## src/rtl/cache_miss_ctrl.sv

```systemverilog
// Purpose : one-at-a-time CPU load/store sequencer for a 4-way set-associative data cache. It runs the
//           tag lookup, writes back a dirty victim, refills the line and commits the access.
// Latency : accept -> cpu_resp_valid is 3 cycles on a hit. A clean miss takes 5 + fill-accept wait + data wait.
//           A dirty miss adds 1 + write-buffer accept wait.
// Backpressure: cpu_req_ready is high only in IDLE. wb_req_valid and mem_rd_valid are held until their ready.
//           Fill data is taken from a single-cycle mem_rdata_valid pulse and is only looked at in REFILL_WAIT.
//
// Ports:
//   clk, rst                  clock; asynchronous active-high reset
//   cpu_req_*                 CPU request (valid/ready, wr, addr, wdata)
//   cpu_resp_valid            one-cycle completion pulse
//   hit_en                    tag_ram hit vector, sampled in LOOKUP
//   victim_way, victim_dirty  LRU victim and its dirty bit, sampled in LOOKUP
//   req_addr/req_wr/req_wdata latched request towards tag_ram/data_ram
//   ram_access_en, lru_update single-cycle commit strobes
//   hit_en_r1, replace_en_r1  one-hot way selects, non-zero only in COMMIT
//   tag_we                    tag/valid write for the replaced way
//   refill_data               line captured from memory
//   wb_req_*                  victim write-back handshake
//   mem_rd_*, mem_rdata*      line-fill request and its returned data
//   hit_count, miss_count     wrapping performance counters
module cache_miss_ctrl #(
    parameter int ADDR_WIDTH = 32,
    parameter int WORD_WIDTH = 32,
    parameter int LINE_WIDTH = 128,
    parameter int WAY_NUM    = 4,
    parameter int CNT_WIDTH  = 32
) (
    input  logic                  clk,
    input  logic                  rst,

    input  logic                  cpu_req_valid,
    output logic                  cpu_req_ready,
    input  logic                  cpu_req_wr,
    input  logic [ADDR_WIDTH-1:0] cpu_req_addr,
    input  logic [WORD_WIDTH-1:0] cpu_req_wdata,
    output logic                  cpu_resp_valid,

    input  logic [WAY_NUM-1:0]    hit_en,
    input  logic [WAY_NUM-1:0]    victim_way,
    input  logic                  victim_dirty,

    output logic [ADDR_WIDTH-1:0] req_addr,
    output logic                  req_wr,
    output logic [WORD_WIDTH-1:0] req_wdata,
    output logic                  ram_access_en,
    output logic [WAY_NUM-1:0]    hit_en_r1,
    output logic [WAY_NUM-1:0]    replace_en_r1,
    output logic [LINE_WIDTH-1:0] refill_data,
    output logic                  tag_we,
    output logic                  lru_update,

    output logic                  wb_req_valid,
    input  logic                  wb_req_ready,

    output logic                  mem_rd_valid,
    output logic [ADDR_WIDTH-1:0] mem_rd_addr,
    input  logic                  mem_rd_ready,
    input  logic                  mem_rdata_valid,
    input  logic [LINE_WIDTH-1:0] mem_rdata,

    output logic [CNT_WIDTH-1:0]  hit_count,
    output logic [CNT_WIDTH-1:0]  miss_count
);

    // Byte-offset bits within one cacheline (4 for a 16-byte line).
    localparam int                   OFFSET_BITS = $clog2(LINE_WIDTH / 8);
    localparam logic [WAY_NUM-1:0]   WAY0        = WAY_NUM'(1);
    localparam logic [CNT_WIDTH-1:0] CNT_ONE     = CNT_WIDTH'(1);

    typedef enum logic [2:0] {
        S_IDLE,
        S_LOOKUP,
        S_WRITEBACK,
        S_REFILL_REQ,
        S_REFILL_WAIT,
        S_COMMIT,
        S_RESP
    } state_t;

    state_t state;
    state_t state_nxt;

    logic [WAY_NUM-1:0] hit_way_q;
    logic [WAY_NUM-1:0] victim_way_q;
    logic               miss_q;

    // Isolate the lowest set bit. A multi-hot vector from tag_ram or LRU
    // would otherwise select several ways at commit.
    function automatic logic [WAY_NUM-1:0] lowest_one(input logic [WAY_NUM-1:0] v);
        return v & (~v + WAY0);
    endfunction

    logic               lookup_hit;
    logic [WAY_NUM-1:0] lookup_hit_way;
    logic [WAY_NUM-1:0] lookup_victim_way;

    assign lookup_hit        = |hit_en;
    assign lookup_hit_way    = lowest_one(hit_en);
    // An all-zero victim from the LRU still has to replace something.
    // In that case fall back to way 0.
    assign lookup_victim_way = (victim_way == '0) ? WAY0 : lowest_one(victim_way);

    // Fills are always line aligned.
    assign mem_rd_addr = {req_addr[ADDR_WIDTH-1:OFFSET_BITS], {OFFSET_BITS{1'b0}}};

    // ------------------------------------------------------------------
    // State register
    // ------------------------------------------------------------------
    always_ff @(posedge clk or posedge rst) begin
        if (rst) begin
            state <= S_IDLE;
        end else begin
            state <= state_nxt;
        end
    end

    // ------------------------------------------------------------------
    // Next state and per-state outputs. The way selects and the RAM
    // strobes are only non-zero in COMMIT. This keeps data_ram untouched
    // while a miss is still in progress.
    // ------------------------------------------------------------------
    always_comb begin
        state_nxt      = state;
        cpu_req_ready  = 1'b0;
        cpu_resp_valid = 1'b0;
        wb_req_valid   = 1'b0;
        mem_rd_valid   = 1'b0;
        ram_access_en  = 1'b0;
        lru_update     = 1'b0;
        tag_we         = 1'b0;
        hit_en_r1      = '0;
        replace_en_r1  = '0;

        case (state)
            S_IDLE: begin
                cpu_req_ready = 1'b1;
                if (cpu_req_valid) begin
                    state_nxt = S_LOOKUP;
                end
            end
            S_LOOKUP: begin
                if (lookup_hit) begin
                    state_nxt = S_COMMIT;
                end else if (victim_dirty) begin
                    state_nxt = S_WRITEBACK;
                end else begin
                    state_nxt = S_REFILL_REQ;
                end
            end
            S_WRITEBACK: begin
                wb_req_valid = 1'b1;
                if (wb_req_ready) begin
                    state_nxt = S_REFILL_REQ;
                end
            end
            S_REFILL_REQ: begin
                mem_rd_valid = 1'b1;
                if (mem_rd_ready) begin
                    state_nxt = S_REFILL_WAIT;
                end
            end
            S_REFILL_WAIT: begin
                if (mem_rdata_valid) begin
                    state_nxt = S_COMMIT;
                end
            end
            S_COMMIT: begin
                ram_access_en = 1'b1;
                lru_update    = 1'b1;
                if (miss_q) begin
                    replace_en_r1 = victim_way_q;
                    tag_we        = 1'b1;
                end else begin
                    hit_en_r1 = hit_way_q;
                end
                state_nxt = S_RESP;
            end
            S_RESP: begin
                cpu_resp_valid = 1'b1;
                state_nxt      = S_IDLE;
            end
            default: begin
                state_nxt = S_IDLE;
            end
        endcase
    end

    // ------------------------------------------------------------------
    // Request latch: captured on accept, then held for the whole access.
    // ------------------------------------------------------------------
    always_ff @(posedge clk or posedge rst) begin
        if (rst) begin
            req_addr  <= '0;
            req_wr    <= 1'b0;
            req_wdata <= '0;
        end else if (state == S_IDLE && cpu_req_valid) begin
            req_addr  <= cpu_req_addr;
            req_wr    <= cpu_req_wr;
            req_wdata <= cpu_req_wdata;
        end
    end

    // ------------------------------------------------------------------
    // Lookup result: exactly one of hit_way_q / victim_way_q is non-zero.
    // ------------------------------------------------------------------
    always_ff @(posedge clk or posedge rst) begin
        if (rst) begin
            hit_way_q    <= '0;
            victim_way_q <= '0;
            miss_q       <= 1'b0;
        end else if (state == S_LOOKUP) begin
            miss_q <= ~lookup_hit;
            if (lookup_hit) begin
                hit_way_q    <= lookup_hit_way;
                victim_way_q <= '0;
            end else begin
                hit_way_q    <= '0;
                victim_way_q <= lookup_victim_way;
            end
        end
    end

    // ------------------------------------------------------------------
    // Refill capture. Fill data seen in any other state is a late beat of
    // an aborted fill, or a stray beat, so it is dropped.
    // ------------------------------------------------------------------
    always_ff @(posedge clk or posedge rst) begin
        if (rst) begin
            refill_data <= '0;
        end else if (state == S_REFILL_WAIT && mem_rdata_valid) begin
            refill_data <= mem_rdata;
        end
    end

    // ------------------------------------------------------------------
    // Performance counters. They advance once per completed access, in
    // COMMIT, so an access aborted by reset is never counted.
    // ------------------------------------------------------------------
    always_ff @(posedge clk or posedge rst) begin
        if (rst) begin
            hit_count  <= '0;
            miss_count <= '0;
        end else if (state == S_COMMIT) begin
            if (miss_q) begin
                miss_count <= miss_count + CNT_ONE;
            end else begin
                hit_count <= hit_count + CNT_ONE;
            end
        end
    end

endmodule

```

## config.mk

```make
export PLATFORM = sky130hd
export DESIGN_NAME = cache_miss_ctrl
export DESIGN_NICKNAME = d
export VERILOG_FILES = /design/src/rtl/cache_miss_ctrl.sv
export SDC_FILE = /design/constraint.sdc
export NUM_CORES = 1
export LEC_CHECK = 0
export CAP_MARGIN = 20
export CELL_PAD_IN_SITES_DETAIL_PLACEMENT = 1
export CELL_PAD_IN_SITES_GLOBAL_PLACEMENT = 2
export CORE_UTILIZATION = 28
export CTS_CLUSTER_SIZE = 20
export DETAILED_ROUTE_END_ITERATION = 10
export HOLD_SLACK_MARGIN = 0.05
export PLACE_DENSITY_LB_ADDON = 0.1
export SLEW_MARGIN = 30
export SYNTH_ARGS = -nofsm -noshare
export SYNTH_HDL_FRONTEND = slang
export SYNTH_SLANG_ARGS = --single-unit
```

## constraint.sdc

```tcl
create_clock -name clk -period 16.9 [get_ports clk]
set_clock_uncertainty 0.2 [all_clocks]
set_input_delay 4.225 -clock clk [delete_from_list [all_inputs] [get_ports clk]]
set_output_delay 4.225 -clock clk [all_outputs]
set_load 0.1 [all_outputs]
```

==> qor.yml <==
clock_tree:
  cts-htree-levels: 2
  postCtsSetupRepairBufs: 0
  clk_path_buf_depth: 3
  cts_hold_repair.buffers: 0
  clock_sink_count: 269
  cell_at_the_root_of_the_clock_tree: "sky130_fd_sc_hd__clkbuf_16"
  ctsResizeCount: 0
  cts-buffers-inserted: 34
  worstSkewPairLatency_ps: 520
  cts.reportedPaths.clkPinSlew_ps: 50
  tritoncts: "done"
finish:
  layout-drive-gt1-share_pct: 24.8
  total_nets_final: 1481
  flow.area_growth_from_synthesis_pct: 57.9
  fill_cells: 3983
global_routing:
  gr_util_all_layers_pct: 19.3
  overflow: 0
  grt_start_max_net_pins: 84
  antenna_found_initial: 6
  vias_in_the_first_global_route: 8493
  grt_first_pass_wirelength_um: 56700
critical_path:
  ff2ff_setup_slack_ps: 13870
  worstSetupPathDepth: 3
  required_ps: 12480
  r2r-start: "state[2]$_DFFE_PP0P_"
  critPathSlowestCell: "sky130_fd_sc_hd__clkdlybuf4s50_1"
  startpoint_type_of_the_worst_setup_path: "flop"
  worst_r2r_path_depth: 5
  critical_path.reg2reg.endpoint: "refill_data[68]$_DFFE_PP0P_"
  critical_path.max_stage_delay_ps: 1140
  timing.critical_path.max_delay_family: "buffers and inverters"
  crit_type: "flop to output port"
  endpoint_kind: "output port"
  worstPathCellList: "and4bb_2, and2_1, clkdlybuf4s50_1"
  crit_buf_inv: 1
  arrival_ps: 2890
  critical_path.max_fanout: 15
synth:
  synthesis.instances: 777
  dominantRegCellSynth: "sky130_fd_sc_hd__dfrtp_1"
  synth_edf_count: 0
  synthesis_stage_register_bit_count: 269
  synthDistinctLibCells: 43
  synth_sequential_area_ratio_pct: 61.5
  synth_warnings: 0
  postSynth.asyncResetShare_pct: 100
  syn_area_mm2: 0.0110
  post_synth.cell_area_avg_um2: 14.1
drt:
  antenna_left: 0
  post-route-drc-count: 0
  routed_wl_um: 38900
  dr.first_iter.drc_count: 214
  vias: 8097
  avgRoutedWirePerCell_um: 21.4
  first_pass_iters: 4
  viasPerCell: 4.46
floorplanning:
  die_height_um: 200
  start_util_pct: 28.3
  fp-row-count: 72
  pin_count: 512
  width_of_the_chip_um: 200
  die_area_mm2: 0.0399
  fp.coreArea_mm2: 0.0386
timing:
  finalSetupTns_ps: 0
  period_minus_slack_ps: 7310
  max_freq_mhz: 137
  slew-limit-headroom_pct: 30.6
  slew_violations: 0
  report.final.setup_viol: 0
  hold_violations: 0
  finalCritPeriodShare_pct: 43.3
  rsz0062_at_grt: "false"
  worst_slew_pin_slew_ps: 1040
run_status:
  status: "finished, final reports clean"
hold_path:
  hold-path-endpoint: "hit_count[31]$_DFFE_PP0P_"
  worstHoldPathType: "flop to flop"
  min_delay_path_depth: 1
  hold_start: "hit_count[31]$_DFFE_PP0P_"
place:
  detailed_place_hpwl_um: 29700
  place_congestion: 0.765
  placement.io_buffers: 507
run:
  drv.max_cap_violation_count: 0
[final cells by class]
type	count	area, um^2	area share, %
Timing Repair Buffer	516	4900	28.4
Inverter	8	37.5	0.217
Clock buffer	55	1080	6.26
Antenna cell	3	7.51	0.0434
Clock inverter	5	50.0	0.289
Tap cell	518	648	3.75
Sequential cell	269	6730	38.9
Multi-Input combinational cell	442	3830	22.2
[cells by family (layout without fill, tap and decap cells)]
| group | after synthesis | after routing | synth area share [%] |
|---|---|---|---|
| flops | 269 | 269 | 61.5 |
| mux | 196 | 196 | 20.1 |
| simple gates | 161 | 161 | 8.46 |
| buf+inv | 69 | 584 | 3.78 |
| xor+xnor | 62 | 62 | 4.96 |
| compound gates | 17 | 17 | 0.937 |
| fa+ha+maj | 2 | 2 | 0.228 |
| other cells | 1 | 7 | 0.0342 |
[cells in the mapped netlist (2+ instances only)]
master / count / share of area [%]
sky130_fd_sc_hd__and2_1: 6 / 0.34
sky130_fd_sc_hd__and3_1: 17 / 0.97
sky130_fd_sc_hd__and4_1: 3 / 0.24
sky130_fd_sc_hd__buf_2: 22 / 1.0
sky130_fd_sc_hd__buf_4: 34 / 2.3
sky130_fd_sc_hd__clkbuf_1: 5 / 0.17
sky130_fd_sc_hd__dfrtp_1: 269 / 61
sky130_fd_sc_hd__ha_1: 2 / 0.23
sky130_fd_sc_hd__inv_1: 8 / 0.27
sky130_fd_sc_hd__mux2_2: 196 / 20
sky130_fd_sc_hd__nand2_1: 38 / 1.3
sky130_fd_sc_hd__nand2b_1: 3 / 0.17
sky130_fd_sc_hd__nand3_1: 25 / 1.1
sky130_fd_sc_hd__nand4_1: 24 / 1.4
sky130_fd_sc_hd__nand4b_1: 2 / 0.16
sky130_fd_sc_hd__nor2_1: 12 / 0.41
sky130_fd_sc_hd__nor3_1: 10 / 0.46
sky130_fd_sc_hd__nor3_2: 2 / 0.18
sky130_fd_sc_hd__nor4_1: 4 / 0.23
sky130_fd_sc_hd__nor4_2: 2 / 0.23
sky130_fd_sc_hd__o21ai_0: 10 / 0.46
sky130_fd_sc_hd__or4_1: 2 / 0.14
sky130_fd_sc_hd__xnor2_1: 47 / 3.8
sky130_fd_sc_hd__xor2_1: 15 / 1.2
[routing by layer]
layer / GRT usage [%] / wire [um]
met1: 22.0 / 14600
met2: 33.4 / 20000
met3: 6.89 / 3380
met4: 6.79 / 856
met5: 0 / 50
[registers in the layout, summed over array words and instances (netlist names)]
name	count
miss_q	1
refill_data	128
miss_count	32
state	3
req_wr	1
hit_way_q	4
req_addr	32
hit_count	32
victim_way_q	4
req_wdata	32
[per-stage QoR]
stage	cell area [um^2]	worst slack [ps]	hold slack, ps	utilization (%)	cells
finish	17300	9590	269	44.8	1816
CTS	17300	9530	274	44.8	1813
floorplan	11000	5060	235	-	780
detailed placement	16200	9690	263	41.8	1753
global placement	16400	9680	262	42.4	1752
global route	17300	9420	300	44.8	1816
[how the worst max path moves through the flow]
stage	start	to	slack (ps)
2_1_floorplan	rst	hit_count[0]$_DFFE_PP0P_	5060
3_3_place_gp	rst	refill_data[92]$_DFFE_PP0P_	9680
3_5_place_dp	rst	refill_data[23]$_DFFE_PP0P_	9690
4_1_cts	state[2]$_DFFE_PP0P_	hit_en_r1[0]	9530
5_1_grt	state[2]$_DFFE_PP0P_	hit_en_r1[1]	9420
6_report	state[2]$_DFFE_PP0P_	hit_en_r1[0]	9590
[layout by cell type, fill, tap and decap left out, types with 12 or more instances in the layout]
cell type,count
sky130_fd_sc_hd__nor2_1,12
sky130_fd_sc_hd__buf_2,51
sky130_fd_sc_hd__mux2_2,196
sky130_fd_sc_hd__nand4_1,24
sky130_fd_sc_hd__nand3_1,25
sky130_fd_sc_hd__xnor2_1,47
sky130_fd_sc_hd__nand2_1,38
sky130_fd_sc_hd__clkbuf_16,37
sky130_fd_sc_hd__xor2_1,15
sky130_fd_sc_hd__and3_1,17
sky130_fd_sc_hd__clkdlybuf4s50_1,455
sky130_fd_sc_hd__dfrtp_1,269
Power is not shown: default switching activity piles up to over one toggle a cycle in this logic, so the estimate is an artifact.
